**src/rtl/led_pkg.sv**
```systemverilog
// Shared constants and FSM state encoding for the LED frame builder.
package led_pkg;

  localparam int LED_NUM = 4;
  localparam int PIX_W   = 32;
  localparam int FRAME_W = LED_NUM * PIX_W;

  typedef enum logic [1:0] {
    IDLE  = 2'd0,
    LOAD  = 2'd1,
    PULSE = 2'd2,
    GAP   = 2'd3
  } led_state_e;

endpackage

```
**src/rtl/led_cnt.sv**
```systemverilog
// Loadable down-counter that stops at zero; done_o flags the zero state.
// One instance paces both the enable pulse and the serializer busy gap.
module led_cnt #(
  parameter int W = 16
) (
  input  logic         clk,
  input  logic         rstn,
  input  logic         load_i,
  input  logic [W-1:0] load_val_i,
  output logic         done_o
);

  localparam logic [W-1:0] ONE = {{(W-1){1'b0}}, 1'b1};

  logic [W-1:0] cnt_q, cnt_d;

  // Load takes priority; otherwise count down and park at zero.
  always_comb begin
    cnt_d = cnt_q;
    if (load_i) begin
      cnt_d = load_val_i;
    end else if (cnt_q != '0) begin
      cnt_d = cnt_q - ONE;
    end
  end

  // Counter register with synchronous active-low reset.
  always_ff @(posedge clk) begin
    if (!rstn) begin
      cnt_q <= '0;
    end else begin
      cnt_q <= cnt_d;
    end
  end

  assign done_o = (cnt_q == '0);

endmodule

```
**src/rtl/led_frame_builder.sv**
```systemverilog
// Collects four 32-bit LED words into a shadow buffer and hands complete
// frames to a downstream serializer, on commit or on a periodic refresh.
module led_frame_builder
  import led_pkg::*;
#(
  parameter int PULSE_CYC   = 16,
  parameter int GAP_CYC     = 1024,
  parameter int REFRESH_CYC = 150000
) (
  input  logic               clk,
  input  logic               rstn,
  input  logic               wr_valid,
  output logic               wr_ready,
  input  logic [1:0]         wr_idx,
  input  logic [PIX_W-1:0]   wr_data,
  input  logic               commit,
  input  logic               auto_en,
  output logic               enable_o,
  output logic [FRAME_W-1:0] data_o,
  output logic [15:0]        frame_cnt
);

  localparam int CNT_MAX = (PULSE_CYC > GAP_CYC) ? PULSE_CYC : GAP_CYC;
  localparam int CNT_W   = $clog2(CNT_MAX + 1);
  localparam int TMR_W   = $clog2(REFRESH_CYC + 1);

  localparam logic [CNT_W-1:0] PULSE_LOAD = CNT_W'(PULSE_CYC - 1);
  localparam logic [CNT_W-1:0] GAP_LOAD   = CNT_W'(GAP_CYC - 1);
  localparam logic [TMR_W-1:0] TMR_LAST   = TMR_W'(REFRESH_CYC - 1);
  localparam logic [TMR_W-1:0] TMR_ONE    = {{(TMR_W-1){1'b0}}, 1'b1};

  led_state_e         state_q, state_d;
  logic               pending_q, pending_d;
  logic [TMR_W-1:0]   refreshTmr_q, refreshTmr_d;
  logic               tmrTick;
  logic [PIX_W-1:0]   shadow_q [LED_NUM];
  logic [FRAME_W-1:0] shadowFrame;
  logic [FRAME_W-1:0] frame_q, frame_d;
  logic [15:0]        frameCnt_q, frameCnt_d;
  logic               wrReady_q;
  logic               wrAccept;
  logic               cntLoad;
  logic [CNT_W-1:0]   cntVal;
  logic               cntDone;

  led_cnt #(.W(CNT_W)) u_cnt (
    .clk        (clk),
    .rstn       (rstn),
    .load_i     (cntLoad),
    .load_val_i (cntVal),
    .done_o     (cntDone)
  );

  assign wrAccept  = wr_valid & wrReady_q;
  assign wr_ready  = wrReady_q;
  assign enable_o  = (state_q == PULSE);
  assign data_o    = frame_q;
  assign frame_cnt = frameCnt_q;

  // Refresh timer free-runs modulo REFRESH_CYC and ticks on its last count.
  always_comb begin
    tmrTick      = (refreshTmr_q == TMR_LAST);
    refreshTmr_d = tmrTick ? '0 : refreshTmr_q + TMR_ONE;
  end

  // LED0 lands in the MSBs so the serializer shifts it out first.
  always_comb begin
    shadowFrame = '0;
    for (int i = 0; i < LED_NUM; i++) begin
      shadowFrame[FRAME_W-1-PIX_W*i -: PIX_W] = shadow_q[i];
    end
  end

  // Frame FSM; a request arriving during LOAD survives the clear, so it queues one more frame.
  always_comb begin
    state_d    = state_q;
    pending_d  = pending_q;
    frame_d    = frame_q;
    frameCnt_d = frameCnt_q;
    cntLoad    = 1'b0;
    cntVal     = PULSE_LOAD;
    case (state_q)
      IDLE: begin
        if (pending_q) state_d = LOAD;
      end
      LOAD: begin
        frame_d    = shadowFrame;
        pending_d  = 1'b0;
        frameCnt_d = frameCnt_q + 16'd1;
        cntLoad    = 1'b1;
        cntVal     = PULSE_LOAD;
        state_d    = PULSE;
      end
      PULSE: begin
        if (cntDone) begin
          cntLoad = 1'b1;
          cntVal  = GAP_LOAD;
          state_d = GAP;
        end
      end
      GAP: begin
        if (cntDone) state_d = IDLE;
      end
      default: state_d = IDLE;
    endcase
    if (commit || (tmrTick && auto_en)) pending_d = 1'b1;
  end

  // State, shadow buffer and output registers; wr_ready stays low while in reset.
  always_ff @(posedge clk) begin
    if (!rstn) begin
      state_q      <= IDLE;
      pending_q    <= 1'b0;
      refreshTmr_q <= '0;
      frame_q      <= '0;
      frameCnt_q   <= '0;
      wrReady_q    <= 1'b0;
      for (int i = 0; i < LED_NUM; i++) shadow_q[i] <= '0;
    end else begin
      state_q      <= state_d;
      pending_q    <= pending_d;
      refreshTmr_q <= refreshTmr_d;
      frame_q      <= frame_d;
      frameCnt_q   <= frameCnt_d;
      wrReady_q    <= (state_d != LOAD);
      if (wrAccept) shadow_q[wr_idx] <= wr_data;
    end
  end

endmodule

```
**config.mk**
```make
export PLATFORM = sky130hd
export DESIGN_NAME = led_frame_builder
export DESIGN_NICKNAME = d
export VERILOG_FILES = /design/src/rtl/led_pkg.sv /design/src/rtl/led_cnt.sv /design/src/rtl/led_frame_builder.sv
export SDC_FILE = /design/constraint.sdc
export NUM_CORES = 1
export LEC_CHECK = 0
export ABC_AREA = 1
export CORE_MARGIN = 3
export CORE_UTILIZATION = 45
export DETAILED_ROUTE_END_ITERATION = 16
export PLACE_DENSITY = 0.69
export SYNTH_ARGS = -nofsm -noshare
export SYNTH_HDL_FRONTEND = slang
export SYNTH_HIERARCHICAL = 1
export SYNTH_SLANG_ARGS = --single-unit
```
**constraint.sdc**
```tcl
create_clock -name clk -period 4.65 [get_ports clk]
set_input_delay 1.395 -clock clk [delete_from_list [all_inputs] [get_ports clk]]
set_output_delay 1.395 -clock clk [all_outputs]
set_load 0.01 [all_outputs]
```
==> out/qor.yml <==
synth_area_um2: 11600
clock-sinks: 305
start_util_pct: 45.9
grt_max_degree: 132
clkTransAtPathRegs_ns: 0.07
start_kind: "register"
clk_latency_ns: 0.57
antenna_found_initial: 2
required_ns: 3.25
cts_setup_buffers: 0
io_pins: 185
max_freq_mhz: 309
crit_arrival_ns: 1.85
die_h_um: 167
dieArea_um2: 27800
numCtsBuffers: 31
async_reset_ff_share_pct: 0
ir_drop_mv: 0.328
cts_resized: 0
crit_type: "register to output port"
leakagePower_nw: 5.92
numPortBuffers: 184
areaGrowthSynthToFinish_pct: 27.0
slew_headroom_pct: 18.9
synth_area_leader_cell: "edfxtp_1"
wl_per_cell_um: 16.5
drt_wl_total_um: 29400
post-route-drc-count: 0
grt_pass1_vias: 8679
vias: 9122
firstDrtPassIters: 5
min_period_over_period_pct: 69.7
h-tree-depth: 1
n_antenna_cell: 0
finalPower_mw: 6.71
crit_fanout: 4
nNetsFinal: 1474
synth.area.top_cells: "edfxtp_1, dfxtp_1, nor2_1"
maxCapViolCount: 0
crit_buf_inv: 2
root_buffer: "clkbuf_16"
tns_ns: 0
drive_above_1_share_pct: 5.92
max_stage_delay_ns: 0.56
cp_slowest_cell: "clkdlybuf4s50_1"
ant_nets: 0
holdBufCountCts: 0
final_hold_viol_count: 0
slew_viol_final: 0
synth_cells: 1261
via_per_inst: 5.12
crit_chain: "inv_1 > ha_1 > clkdlybuf4s50_1"
die_w_um: 167
hp-class: "register to register"
power.density_nw_per_um2: 455
cts_tree: "done"
avgSynthCellArea_um2: 9.22
grt-ovfl-total: 0
fin_crit_ns: 3.24
holdWs_ns: 0.470
rows: 58
grt_pass1_wl_um: 46700
cts_max_path_buffers: 3
synth_warnings: 6
gp_congestion: 0.895
worst_pin_slew_ns: 1.22
setup-violations-final: 0
clock_skew_ns: 0.0171
hpwlAfterDp_um: 18900
synthFlopType: "dfxtp_1"
yosysUniqueCellTypes: 43
crit_path_end_kind: "output port"
rsz0062_at_grt: "no"
placeableCoreArea_um2: 25300
grt_usage_pct: 20.6
status: "complete, no violations"
synth_edf_count: 128
synth_top_cell_area_share_pct: 33.0
regToRegSetupSlack_ns: 1.95
drt_iter0_markers: 1067
seq_area_frac_synth_pct: 63.5
critical_path.top_delay_family: "buffers and inverters"
ys_ff_latch: 305
-- path summary, 6_finish.rpt --
check | endpoint | cells after the start | start
worst min register to register | data_o[101] | 2 | shadow_q[0][5]
worst min-delay path | data_o[101] | 2 | shadow_q[0][5]
worst max register to register | u_cnt/cnt_q[8] | 13 | u_cnt/cnt_q[0]
worst max-delay path | enable_o | 3 | state_q[0]
-- per-layer routing --
| layer | part of all wire [%] | routed length (um) | track usage (%) | up-vias |
|---|---|---|---|---|
| met4 | 2.4 | 707 | 5.52 | 4 |
| met1 | 45 | 13300 | 30.6 | 4270 |
| met5 | 0.072 | 21 | 0 | - |
| met2 | 44 | 13000 | 31.3 | 353 |
| met3 | 7.8 | 2290 | 3.80 | 60 |
| li1 | - | - | - | 4435 |
-- metrics by stage --
step                util (%)  worst slack [ns]  area [um2]  instances
floorplan                  -             0.284       11600       1264
global placement        54.2             0.886       13700       1725
detailed placement      54.2             0.878       13700       1725
CTS                     58.3              1.38       14800       1783
global route            58.3              1.27       14800       1783
finish                  58.3              1.41       14800       1783
-- flip-flops by register name, summed over array words and instances (netlist names) --
name	cells
pending_q	1
data_o	128
u_cnt/cnt_q	11
frame_cnt	16
wr_ready	1
refreshTmr_q	18
state_q	2
shadow_q	128
-- cell usage in the layout (no fill, tap or decap), drive strengths merged, types with 2 or more instances in the layout --
master,Yosys,routed
clkdlybuf4s50,0,183
o21ai,145,145
a21oi,23,23
nand3b,2,2
nor2,431,431
clkinv,2,13
buf,33,13
nand3,22,22
o21bai,3,3
nand2,104,104
or2,2,2
clkinvlp,0,2
xnor2,5,5
nand4,14,14
inv,75,76
dfxtp,177,177
and2,2,2
xor2,4,4
ha,7,7
clkbuf,32,40
edfxtp,128,128
bufinv,0,4
conb,2,5
nor3,41,41
-- cells in the mapped netlist, types with 2 or more instances --
cell / number
nor2_1: 424
dfxtp_1: 177
o21ai_0: 145
edfxtp_1: 128
nand2_1: 99
inv_1: 72
nor3_1: 39
clkbuf_1: 32
a21oi_1: 21
nand3_1: 20
buf_2: 18
nand4_1: 14
buf_4: 11
ha_1: 7
nor2_4: 5
xnor2_1: 5
nand2_2: 4
xor2_1: 4
buf_1: 3
inv_2: 3
o21bai_1: 3
a21oi_2: 2
conb_1: 2
nand3b_1: 2
nor2_2: 2
nor3_2: 2
-- worst reg2reg max path, cell delays in order, from the launching register on --
cell and delay, ns:
dfxtp_1 0.33, inv_1 0.15, ha_1 0.31, nand3_1 0.13
nor3_1 0.22, nand2_1 0.11, nor2_1 0.15, nand2_1 0.08
a21boi_0 0.16, buf_4 0.23, inv_1 0.22, or2_2 0.34
nand3_1 0.09, nor2_1 0.04
-- logic make-up (layout without fill, tap and decap cells) --
family / Yosys count / in the layout / synth area share [%]
other: 2 / 5 / 0.0646
buffers and inverters: 142 / 331 / 5.24
AND/OR/NAND/NOR: 619 / 619 / 21.9
XOR/XNOR: 9 / 9 / 0.678
adder cells (fa/ha/maj): 7 / 7 / 0.753
multiplexers: 1 / 1 / 0.0861
AO/OA/AOI/OAI: 176 / 176 / 7.80
flip-flops: 305 / 305 / 63.5
-- layout make-up --
class / count / area (um2)
Inverter: 77 / 297
Tap cell: 330 / 413
Multi-Input combinational cell: 817 / 3680
Fill cell: 2184 / 10600
Sequential cell: 305 / 7390
Timing Repair Buffer: 196 / 1950
Clock buffer: 40 / 830
Clock inverter: 18 / 204
-- power by group --
part           switching, mW  internal (mW)
combinational          0.611          0.447
sequential             0.132           3.01
clock                   1.04           1.48
total                   1.78           4.94
Power figures use the tool's default switching activity.
